File: src/rtl/mac_pkg.sv
// Shared types, constants and fixed-point arithmetic for the 2x2 systolic MAC array.
// MAC_SATURATE_EN selects saturating multiply/accumulate; otherwise both wrap modulo 2^WIDTH.
package mac_pkg;

    localparam int unsigned WIDTH           = 16;
    localparam int unsigned FRAC_WIDTH      = 8;
    localparam int unsigned BLOCK_SIZE      = 2;
    localparam int unsigned INNER_DIMENSION = 64;
    localparam int unsigned CHUNK_SIZE      = BLOCK_SIZE * BLOCK_SIZE;
    localparam int unsigned LAST_CYCLE      = INNER_DIMENSION + 2 * BLOCK_SIZE - 3;

    typedef logic signed [WIDTH-1:0] data_t;

    // Output tile, C00 in the least significant lane.
    typedef struct packed {
        data_t c11;
        data_t c10;
        data_t c01;
        data_t c00;
    } tile_t;

    localparam data_t DATA_MAX = {1'b0, {(WIDTH-1){1'b1}}};
    localparam data_t DATA_MIN = {1'b1, {(WIDTH-1){1'b0}}};

    function automatic data_t sat_add(input data_t a, input data_t b);
        logic signed [WIDTH:0] s;
        data_t r;
        s = (WIDTH+1)'(a) + (WIDTH+1)'(b);
        if (s[WIDTH] != s[WIDTH-1]) begin
            r = s[WIDTH] ? DATA_MIN : DATA_MAX;
        end else begin
            r = s[WIDTH-1:0];
        end
        return r;
    endfunction

    // Full-precision signed product, rescaled by FRAC_WIDTH, then reduced to WIDTH.
    function automatic data_t fxp_mul(input data_t a, input data_t b);
`ifdef MAC_SATURATE_EN
        logic signed [2*WIDTH-1:0] p;
        data_t r;
        p = ((2*WIDTH)'(a) * (2*WIDTH)'(b)) >>> FRAC_WIDTH;
        if (p[2*WIDTH-1:WIDTH-1] != {(WIDTH+1){p[2*WIDTH-1]}}) begin
            r = p[2*WIDTH-1] ? DATA_MIN : DATA_MAX;
        end else begin
            r = p[WIDTH-1:0];
        end
        return r;
`else
        return WIDTH'(((2*WIDTH)'(a) * (2*WIDTH)'(b)) >>> FRAC_WIDTH);
`endif
    endfunction

    function automatic data_t fxp_add(input data_t a, input data_t b);
`ifdef MAC_SATURATE_EN
        return sat_add(a, b);
`else
        return a + b;
`endif
    endfunction

endpackage

File: src/rtl/mac_array_if.sv
// Feed and result bundle between the matrix feeder/collector and the MAC array.
interface mac_array_if;
    import mac_pkg::*;

    data_t in_north0;
    data_t in_north1;
    data_t in_west0;
    data_t in_west2;
    logic  accumulator_done;
    logic  systolic_finish;
    tile_t out;

    modport master (
        output in_north0, in_north1, in_west0, in_west2,
        input  accumulator_done, systolic_finish, out
    );

    modport slave (
        input  in_north0, in_north1, in_west0, in_west2,
        output accumulator_done, systolic_finish, out
    );

endinterface

File: src/rtl/mac_pe.sv
// One processing element: accumulates north*west and forwards both operands one cycle later.
module mac_pe
    import mac_pkg::*;
(
    input  logic  clk,
    input  logic  rst,
    input  logic  clear,
    input  logic  en,
    input  data_t north,
    input  data_t west,
    output data_t north_q,
    output data_t west_q,
    output data_t acc_next_c
);

    data_t acc;

    always_comb begin
        acc_next_c = fxp_add(acc, fxp_mul(north, west));
    end

    // Registers freeze once the tile is complete so late feeds cannot disturb it.
    always_ff @(posedge clk) begin
        if (rst || clear) begin
            acc     <= '0;
            north_q <= '0;
            west_q  <= '0;
        end else if (en) begin
            acc     <= acc_next_c;
            north_q <= north;
            west_q  <= west;
        end
    end

endmodule

File: src/rtl/mac_array.sv
// Output-stationary 2x2 systolic MAC array: PE wiring, feed counter, done/finish flags, tile snapshot.
// Build option: MAC_SATURATE_EN (see mac_pkg).
module mac_array
    import mac_pkg::*;
(
    input  logic       clk,
    input  logic       rst,
    input  logic       reset_acc,
    mac_array_if.slave bus
);

    localparam int unsigned CNT_W = $clog2(LAST_CYCLE + 2);

    data_t north_in [CHUNK_SIZE];
    data_t west_in  [CHUNK_SIZE];
    data_t north_q  [CHUNK_SIZE];
    data_t west_q   [CHUNK_SIZE];
    data_t acc_next [CHUNK_SIZE];

    logic [CNT_W-1:0] cnt;
    logic             done_q;
    logic             finish_q;
    tile_t            tile_q;
    logic             run_c;
    logic             last_c;

    // PE1 borrows PE0's west, PE2 borrows PE0's north, PE3 takes from PE1/PE2.
    assign north_in[0] = bus.in_north0;
    assign north_in[1] = bus.in_north1;
    assign north_in[2] = north_q[0];
    assign north_in[3] = north_q[1];
    assign west_in[0]  = bus.in_west0;
    assign west_in[1]  = west_q[0];
    assign west_in[2]  = bus.in_west2;
    assign west_in[3]  = west_q[2];

    for (genvar i = 0; i < CHUNK_SIZE; i++) begin : g_pe
        mac_pe u_pe (
            .clk        (clk),
            .rst        (rst),
            .clear      (reset_acc),
            .en         (run_c),
            .north      (north_in[i]),
            .west       (west_in[i]),
            .north_q    (north_q[i]),
            .west_q     (west_q[i]),
            .acc_next_c (acc_next[i])
        );
    end

    always_comb begin
        run_c  = !(done_q || finish_q);
        last_c = run_c && (cnt == CNT_W'(LAST_CYCLE));
    end

    // Snapshot takes the next-state accumulators so PE3's final term is included.
    always_ff @(posedge clk) begin
        if (rst) begin
            cnt      <= '0;
            done_q   <= 1'b0;
            finish_q <= 1'b0;
            tile_q   <= '0;
        end else if (reset_acc) begin
            cnt      <= '0;
            done_q   <= 1'b0;
            finish_q <= 1'b0;
        end else begin
            done_q   <= last_c;
            finish_q <= finish_q || done_q;
            if (run_c) begin
                cnt <= cnt + CNT_W'(1);
            end
            if (last_c) begin
                tile_q <= '{c11: acc_next[3], c10: acc_next[2],
                            c01: acc_next[1], c00: acc_next[0]};
            end
        end
    end

    assign bus.accumulator_done = done_q;
    assign bus.systolic_finish  = finish_q;
    assign bus.out              = tile_q;

endmodule

File: src/flat_wrapper.sv
// flat-port wrapper written by rule: the top's interface ports become plain ports
module mac_array_flat import mac_pkg::*;
  (clk, rst, reset_acc, bus_in_north0, bus_in_north1, bus_in_west0, bus_in_west2, bus_accumulator_done, bus_systolic_finish, bus_out);
  mac_array_if bus_i ();
  input  logic clk;
  input  logic rst;
  input  logic reset_acc;
  input wire logic [$bits(bus_i.in_north0)-1:0] bus_in_north0;
  input wire logic [$bits(bus_i.in_north1)-1:0] bus_in_north1;
  input wire logic [$bits(bus_i.in_west0)-1:0] bus_in_west0;
  input wire logic [$bits(bus_i.in_west2)-1:0] bus_in_west2;
  output wire logic [$bits(bus_i.accumulator_done)-1:0] bus_accumulator_done;
  output wire logic [$bits(bus_i.systolic_finish)-1:0] bus_systolic_finish;
  output wire logic [$bits(bus_i.out)-1:0] bus_out;
  assign bus_i.in_north0 = bus_in_north0;
  assign bus_i.in_north1 = bus_in_north1;
  assign bus_i.in_west0 = bus_in_west0;
  assign bus_i.in_west2 = bus_in_west2;
  assign bus_accumulator_done = bus_i.accumulator_done;
  assign bus_systolic_finish = bus_i.systolic_finish;
  assign bus_out = bus_i.out;
  mac_array u_core (.clk(clk), .rst(rst), .reset_acc(reset_acc), .bus(bus_i));
endmodule
File: config.mk
export PLATFORM = sky130hd
export DESIGN_NAME = mac_array_flat
export DESIGN_NICKNAME = d
export VERILOG_FILES = /design/src/rtl/mac_pkg.sv /design/src/rtl/mac_array_if.sv /design/src/rtl/mac_pe.sv /design/src/rtl/mac_array.sv /design/src/flat_wrapper.sv
export SDC_FILE = /design/constraint.sdc
export NUM_CORES = 2
export LEC_CHECK = 0
export CAP_MARGIN = 30
export CORE_MARGIN = 1.5
export CORE_UTILIZATION = 35
export DETAILED_ROUTE_END_ITERATION = 8
export GPL_TIMING_DRIVEN = 0
export PLACE_DENSITY = 0.47
export SKIP_CTS_REPAIR_TIMING = 1
export SLEW_MARGIN = 10
export SYNTH_ARGS = -nofsm -noshare
export SYNTH_HDL_FRONTEND = slang
export SYNTH_SLANG_ARGS = --single-unit
File: constraint.sdc
create_clock -name clk -period 8.9 [get_ports clk]
set_input_delay 0.89 -clock clk [delete_from_list [all_inputs] [get_ports clk]]
set_output_delay 0.89 -clock clk [all_outputs]
set_load 0.01 [all_outputs]
## After elaboration in Yosys (flattened, before gate mapping)

Index checks and enable logic that the tools add are counted.

| operators by class | value |
|---|---|
| div/mod/pow operators | 0 |
| mux-type cells | 0 |
| reductions and logical operators | 6 |
| $add $sub $neg | 5 |
| $lt $le $gt $ge | 0 |
| multipliers | 4 |
| equality and inequality tests | 1 |
| shifts and indexed selects | 0 |
| bitwise logic cells | 1 |

Operator list:

| operator | number |
|---|---|
| 16-bit by 16-bit multiplier with 24-bit output | 4 |
| 16-bit adder | 4 |
| 7-bit by 1-bit adder with 7-bit output, second input constant | 1 |
| 7-bit equality test, second input constant | 1 |
| 1-bit logical OR | 2 |
| 2-bit AND reduction | 1 |
| 2-bit OR reduction | 1 |
| 1-bit logical AND | 1 |
| 1-bit logical NOT | 1 |
| 1-bit inverter | 1 |

| storage, ports and cells | value |
|---|---|
| latch bits | 0 |
| output and inout port bits | 66 |
| register bits after elaboration | 201 |
| bits in read-only memories | 0 |
| memories | 0 |
| memory bits (writable) | 0 |

## Longest topological paths before layout

| logic depth | value |
|---|---|
| depth in word-level cells | 4 |
| mapped depth | 35 |

## Cells and area by module

From an unflattened synthesis, not the netlist that was laid out.

| unflattened totals | value |
|---|---|
| cells, all modules | 4688 |
| area total of the unflattened synthesis | 42174.2 µm² |

Modules (own cells, without submodules):

| module | area an instance (µm²) | seq. area each (µm²) | cells each | times used |
|---|---|---|---|---|
| mac_pe (u_core.g_pe[0].u_pe) | 9804.4 | 960.9 | 1100 | 1 |
| mac_pe (u_core.g_pe[2].u_pe) | 9718.1 | 960.9 | 1092 | 1 |
| mac_pe (u_core.g_pe[3].u_pe) | 9714.3 | 960.9 | 1092 | 1 |
| mac_pe (u_core.g_pe[1].u_pe) | 9690.5 | 960.9 | 1081 | 1 |
| mac_array | 3246.9 | 1461.4 | 323 | 1 |

## Worst setup path after synthesis

OpenSTA, ideal clock, no wires.

| path | value |
|---|---|
| path kind | input -> register |
| start point | in bus_in_west2[7] |
| end point | reg u_core.tile_q, in the netlist u_core.bus.out[47] |
| slack | 1357 ps |
| stages | 30 |
| arrival | 7476 ps |
| required time | 8833 ps |
| setup time | 67 ps |
| cells stage by stage | clkbuf_1 clkbuf_1 nand2_1 fa_1 inv_1 fa_1 inv_1 fa_1 inv_1 fa_1 fa_1 inv_1 fa_1 inv_1 ha_1 o21a_1 o2111a_2 a221o_1 a31oi_4 o21ai_2 and2_2 o21ai_1 nand2b_1 xor2_1 ha_1 a21o_1 a31oi_1 xor2_1 nand2_1 a21oi_2 |

| between the ends | value |
|---|---|
| cells in the longest elaborated chain, start to end | 2 |

Ends and longest elaborated chain:

| element | line | text |
|---|---|---|
| start, declared | flat_wrapper.sv:11 | `input wire logic [$bits(bus_i.in_west2)-1:0] bus_in_west2;` |
| 16-bit by 16-bit multiplier with 24-bit output | mac_pkg.sv:50 | `return WIDTH'(((2*WIDTH)'(a) * (2*WIDTH)'(b)) >>> FRAC_WIDTH);` |
| 16-bit adder | mac_pkg.sv:58 | `return a + b;` |
| end signal, assigned | mac_array.sv:74 | `tile_q <= '{c11: acc_next[3], c10: acc_next[2],` |
| end, declared | mac_array.sv:23 | `tile_t tile_q;` |

Every way passes these cells.
A chain may end at the register's enable or synchronous reset.

## Worst setup path in the final report

| path | value |
|---|---|
| start point | in bus_in_north0[10] |
| end point | reg u_core.g_pe[0].u_pe.acc[15] |

| between the ends | value |
|---|---|
| cells in the longest elaborated chain, start to end | 2 |

Ends and longest elaborated chain:

| element | line | text |
|---|---|---|
| start, declared | flat_wrapper.sv:8 | `input wire logic [$bits(bus_i.in_north0)-1:0] bus_in_north0;` |
| 16-bit by 16-bit multiplier with 24-bit output | mac_pkg.sv:50 |  |
| 16-bit adder | mac_pkg.sv:58 |  |
| end signal, assigned | mac_pe.sv:29 | `acc <= acc_next_c;` |
| end, declared | mac_pe.sv:16 | `data_t acc;` |

Every way passes these cells.

==> impl_metrics.py <==
metrics = {
    "status": {
        "status": "completed",
    },
    "placement": {
        "dpl.hpwl_um": 101000,
        "port-buffer-count": 126,
        "place_congestion": 0.858,
        "placement.cell_area_um2": 42000,
        "place_ws_ns": -1.08,
    },
    "timing": {
        "timing.final.crit_period_ns": 8.53,
        "slew_viol_final": 0,
        "achievable-frequency_ghz": 0.117,
        "unrepaired_setup_endpoints_after_global_routing": "false",
        "worst-slew-pin-transition_ns": 0.916,
        "fin_crit_sh_pct": 95.9,
        "setup_violations": 0,
        "maxSlewHeadroom_pct": 39.0,
        "finalClockSkew_ns": 0.0146,
        "hold_violation_count_in_the_final_report": 0,
        "postLayoutSetupSlackWorst_ns": 0.369,
    },
    "power_and_ir_drop": {
        "power-per-cell-area_nw_per_um2": 287,
        "worst_ir_drop_vdd_uv": 683,
        "leakagePower_nw": 20.9,
    },
    "grt": {
        "grt_first_pass_wirelength_um": 186000,
        "grt_antenna_before_repair": 4,
        "grt_util_all_layers_pct": 21.8,
        "first_global_vias": 30900,
        "grt.overflow.total": 0,
        "largest_net_degree_at_the_start_of_global_routing": 13,
    },
    "yosys": {
        "yosys.area.top_type_share_pct": 38.5,
        "yosysSeqAreaShare_pct": 10.4,
        "synth.net_count": 5726,
        "synth-async-reset-ratio_pct": 0,
        "synth.ff_latch_count": 201,
        "synthFlopType": "sky130_fd_sc_hd__dfxtp_1",
        "yosys.cell_types.count": 59,
        "synth.top_cells.by_area": "sky130_fd_sc_hd__fa_1 39%, sky130_fd_sc_hd__ha_1 11%, sky130_fd_sc_hd__dfxtp_1 10%",
        "netlist_area_um2": 38900,
        "synthesis.instances": 4565,
        "ys.warnings.count": 0,
        "synth_area_per_cell_um2": 8.51,
        "synth-edff-count": 0,
        "yosysTopAreaCell": "sky130_fd_sc_hd__fa_1",
    },
    "critical_path": {
        "ff2ff_setup_slack_ns": 0.54,
        "setup.worst_path.start": "bus_in_north0[10]",
        "cp-end-kind": "flip-flop",
        "setup.worst_path.end": "u_core.g_pe[0].u_pe.acc[15]$_SDFFE_PP0N_",
        "crit_path_max_incr_delay_ns": 0.70,
        "critPathKind": "input pin to flip-flop",
        "r2r_cells": 29,
        "crit_arrival_ns": 9.00,
        "regToRegStartpoint": "u_core.g_pe[0].u_pe.north_q[6]$_SDFFE_PP0N_",
        "worstSetupStartpointType": "input pin",
        "cp_slowest_cell": "sky130_fd_sc_hd__clkdlybuf4s50_1",
        "worst-path-max-fanout": 10,
        "crit_top_cell": "sky130_fd_sc_hd__fa_1",
        "r2r-end": "u_core.bus.out[47]$_SDFFE_PP0P_",
        "required_time_of_the_critical_path_ns": 9.37,
    },
    "drt": {
        "firstDrtPassIters": 6,
        "drt_first_iter_violations": 1518,
        "totalWireLength_um": 120000,
        "postRouteAntennaNets": 0,
        "post-route-drc-count": 0,
        "wl_per_cell_um": 19.3,
        "vias": 29200,
        "vias_per_cell": 4.69,
    },
    "flow_run": {
        "max_cap_violations": 0,
    },
    "floorplanning": {
        "chipWidth_um": 336,
        "fp.dieArea_um2": 113000,
        "ioPinCount": 133,
        "core_um2": 110000,
        "start_util_pct": 35.2,
        "std_cell_rows": 122,
        "chipHeight_um": 336,
    },
    "layout": {
        "layout.filler_cells": 11600,
        "layout_commonest_cell": "sky130_fd_sc_hd__inv_1",
        "layout.cells.most_common_list": "969 x sky130_fd_sc_hd__inv_1, 831 x sky130_fd_sc_hd__nand2_1, 748 x sky130_fd_sc_hd__fa_1",
        "finish.net_count": 5883,
        "area_growth_pct": 10.7,
        "stdcell_area_um2": 43000,
        "final_layout_size_suffix_gt1_share_pct": 2.81,
    },
    "min_path": {
        "hp-class": "flip-flop to flip-flop",
        "hold_start": "u_core.bus.out[37]$_SDFFE_PP0P_",
    },
    "clock_network": {
        "clock_tree_from_tritoncts": "built",
        "cts_inserted_buffers": 25,
        "ctsLongestPathBuffers": 3,
        "path_clk_slew_ns": 0.06,
        "clock_latency_ns": 0.55,
        "clk_root_buffer_cell": "sky130_fd_sc_hd__clkbuf_16",
        "cts.sink_count": 201,
        "htreeDepth": 1,
    },
}
==> metal layers <==
metal | wire length [µm] | global-route usage, % | share of wire, %
met2 | 55200 | 36.0 | 46
met5 | 21 | 0 | 0.017
met3 | 6070 | 3.26 | 5.0
met1 | 56400 | 30.5 | 47
met4 | 2570 | 3.74 | 2.1
==> synthesized netlist by cell type (all sizes together), types with 4 or more instances <==
master	n
inv	969
nand2	831
fa	748
and2	412
ha	346
a21oi	240
dfxtp	201
clkbuf	189
xnor2	160
nor2	118
o21ai	38
xor2	38
nor3	34
a21o	31
a211oi	26
nand2b	24
o21a	23
nor2b	20
nand3	14
a31oi	10
or2	9
and3	8
buf	8
nand4	7
o2111ai	6
o21bai	5
a211o	4
nor3b	4
o31a	4
o31ai	4
==> critical path: cells and delay by family <==
family	cells	cell delay (ns)
xor gates and xnor gates	3	0.60
AOI/OAI and AO/OA	9	2.07
buffers and inverters	6	1.37
and+or+nand+nor	3	0.31
adders and majority gates	8	3.74
==> state kept, by name, summed over array words and instances, names as in the netlist <==
name	flops
u_core.g_pe.u_pe.west_q	32
u_core.bus.out	64
u_core.bus.accumulator_done	1
u_core.bus.systolic_finish	1
u_core.g_pe.u_pe.north_q	32
u_core.cnt	7
u_core.g_pe.u_pe.acc	64
==> power breakdown <==
group          internal [mW]  switching (mW)  total, mW
Sequential              1.01          0.0760       1.08
Combinational           4.20            6.05       10.3
Clock                  0.584           0.422       1.01
Total                   5.79            6.55       12.3
==> stage by stage <==
step	TNS [ns]	hold slack, ns	utilization [%]	cells	total power, mW
2_1_floorplan	0	0.441	-	4565	8.45
3_3_place_gp	-7.34	0.444	38.0	6179	11.0
3_5_place_dp	-6.87	0.448	38.1	6180	10.9
4_1_cts	-1.23	0.456	38.8	6223	12.0
5_1_grt	0	0.473	39.0	6226	13.7
6_report	0	0.454	39.0	6227	12.3
==> layout make-up <==
class	instances	area [µm²]	area share (%)
inverter	969	3640	8.46
timing repair buffer	130	1350	3.13
buffer	197	845	1.96
multi-input combinational	3198	30500	70.9
antenna	1	2.50	0.00582
clock inverter	10	88.8	0.207
sequential	201	4030	9.36
clock buffer	33	706	1.64
tap	1488	1860	4.33
==> worst min path at each step <==
stage | end | depth (start not counted) | slack [ns]
after CTS | u_core.bus.out[54]$_SDFFE_PP0P_ | 2 | 0.46
after global placement | u_core.bus.out[49]$_SDFFE_PP0P_ | 2 | 0.44
after floorplan | u_core.g_pe[0].u_pe.acc[0]$_SDFFE_PP0N_ | 2 | 0.44
after global routing | u_core.bus.out[3]$_SDFFE_PP0P_ | 2 | 0.47
after detailed placement | u_core.bus.out[54]$_SDFFE_PP0P_ | 2 | 0.45
final | u_core.bus.out[37]$_SDFFE_PP0P_ | 2 | 0.45
==> cells by family after synthesis <==
kind of cell	count (synthesis)	share of synthesized area [%]
and+or+nand+nor	1492	17.8
buffers and inverters	1166	11.3
adders and majority gates	1094	49.7
AOI/OAI and AO/OA	414	6.45
DFF	201	10.4
xor gates and xnor gates	198	4.46
Power figures use the tool's default switching activity.
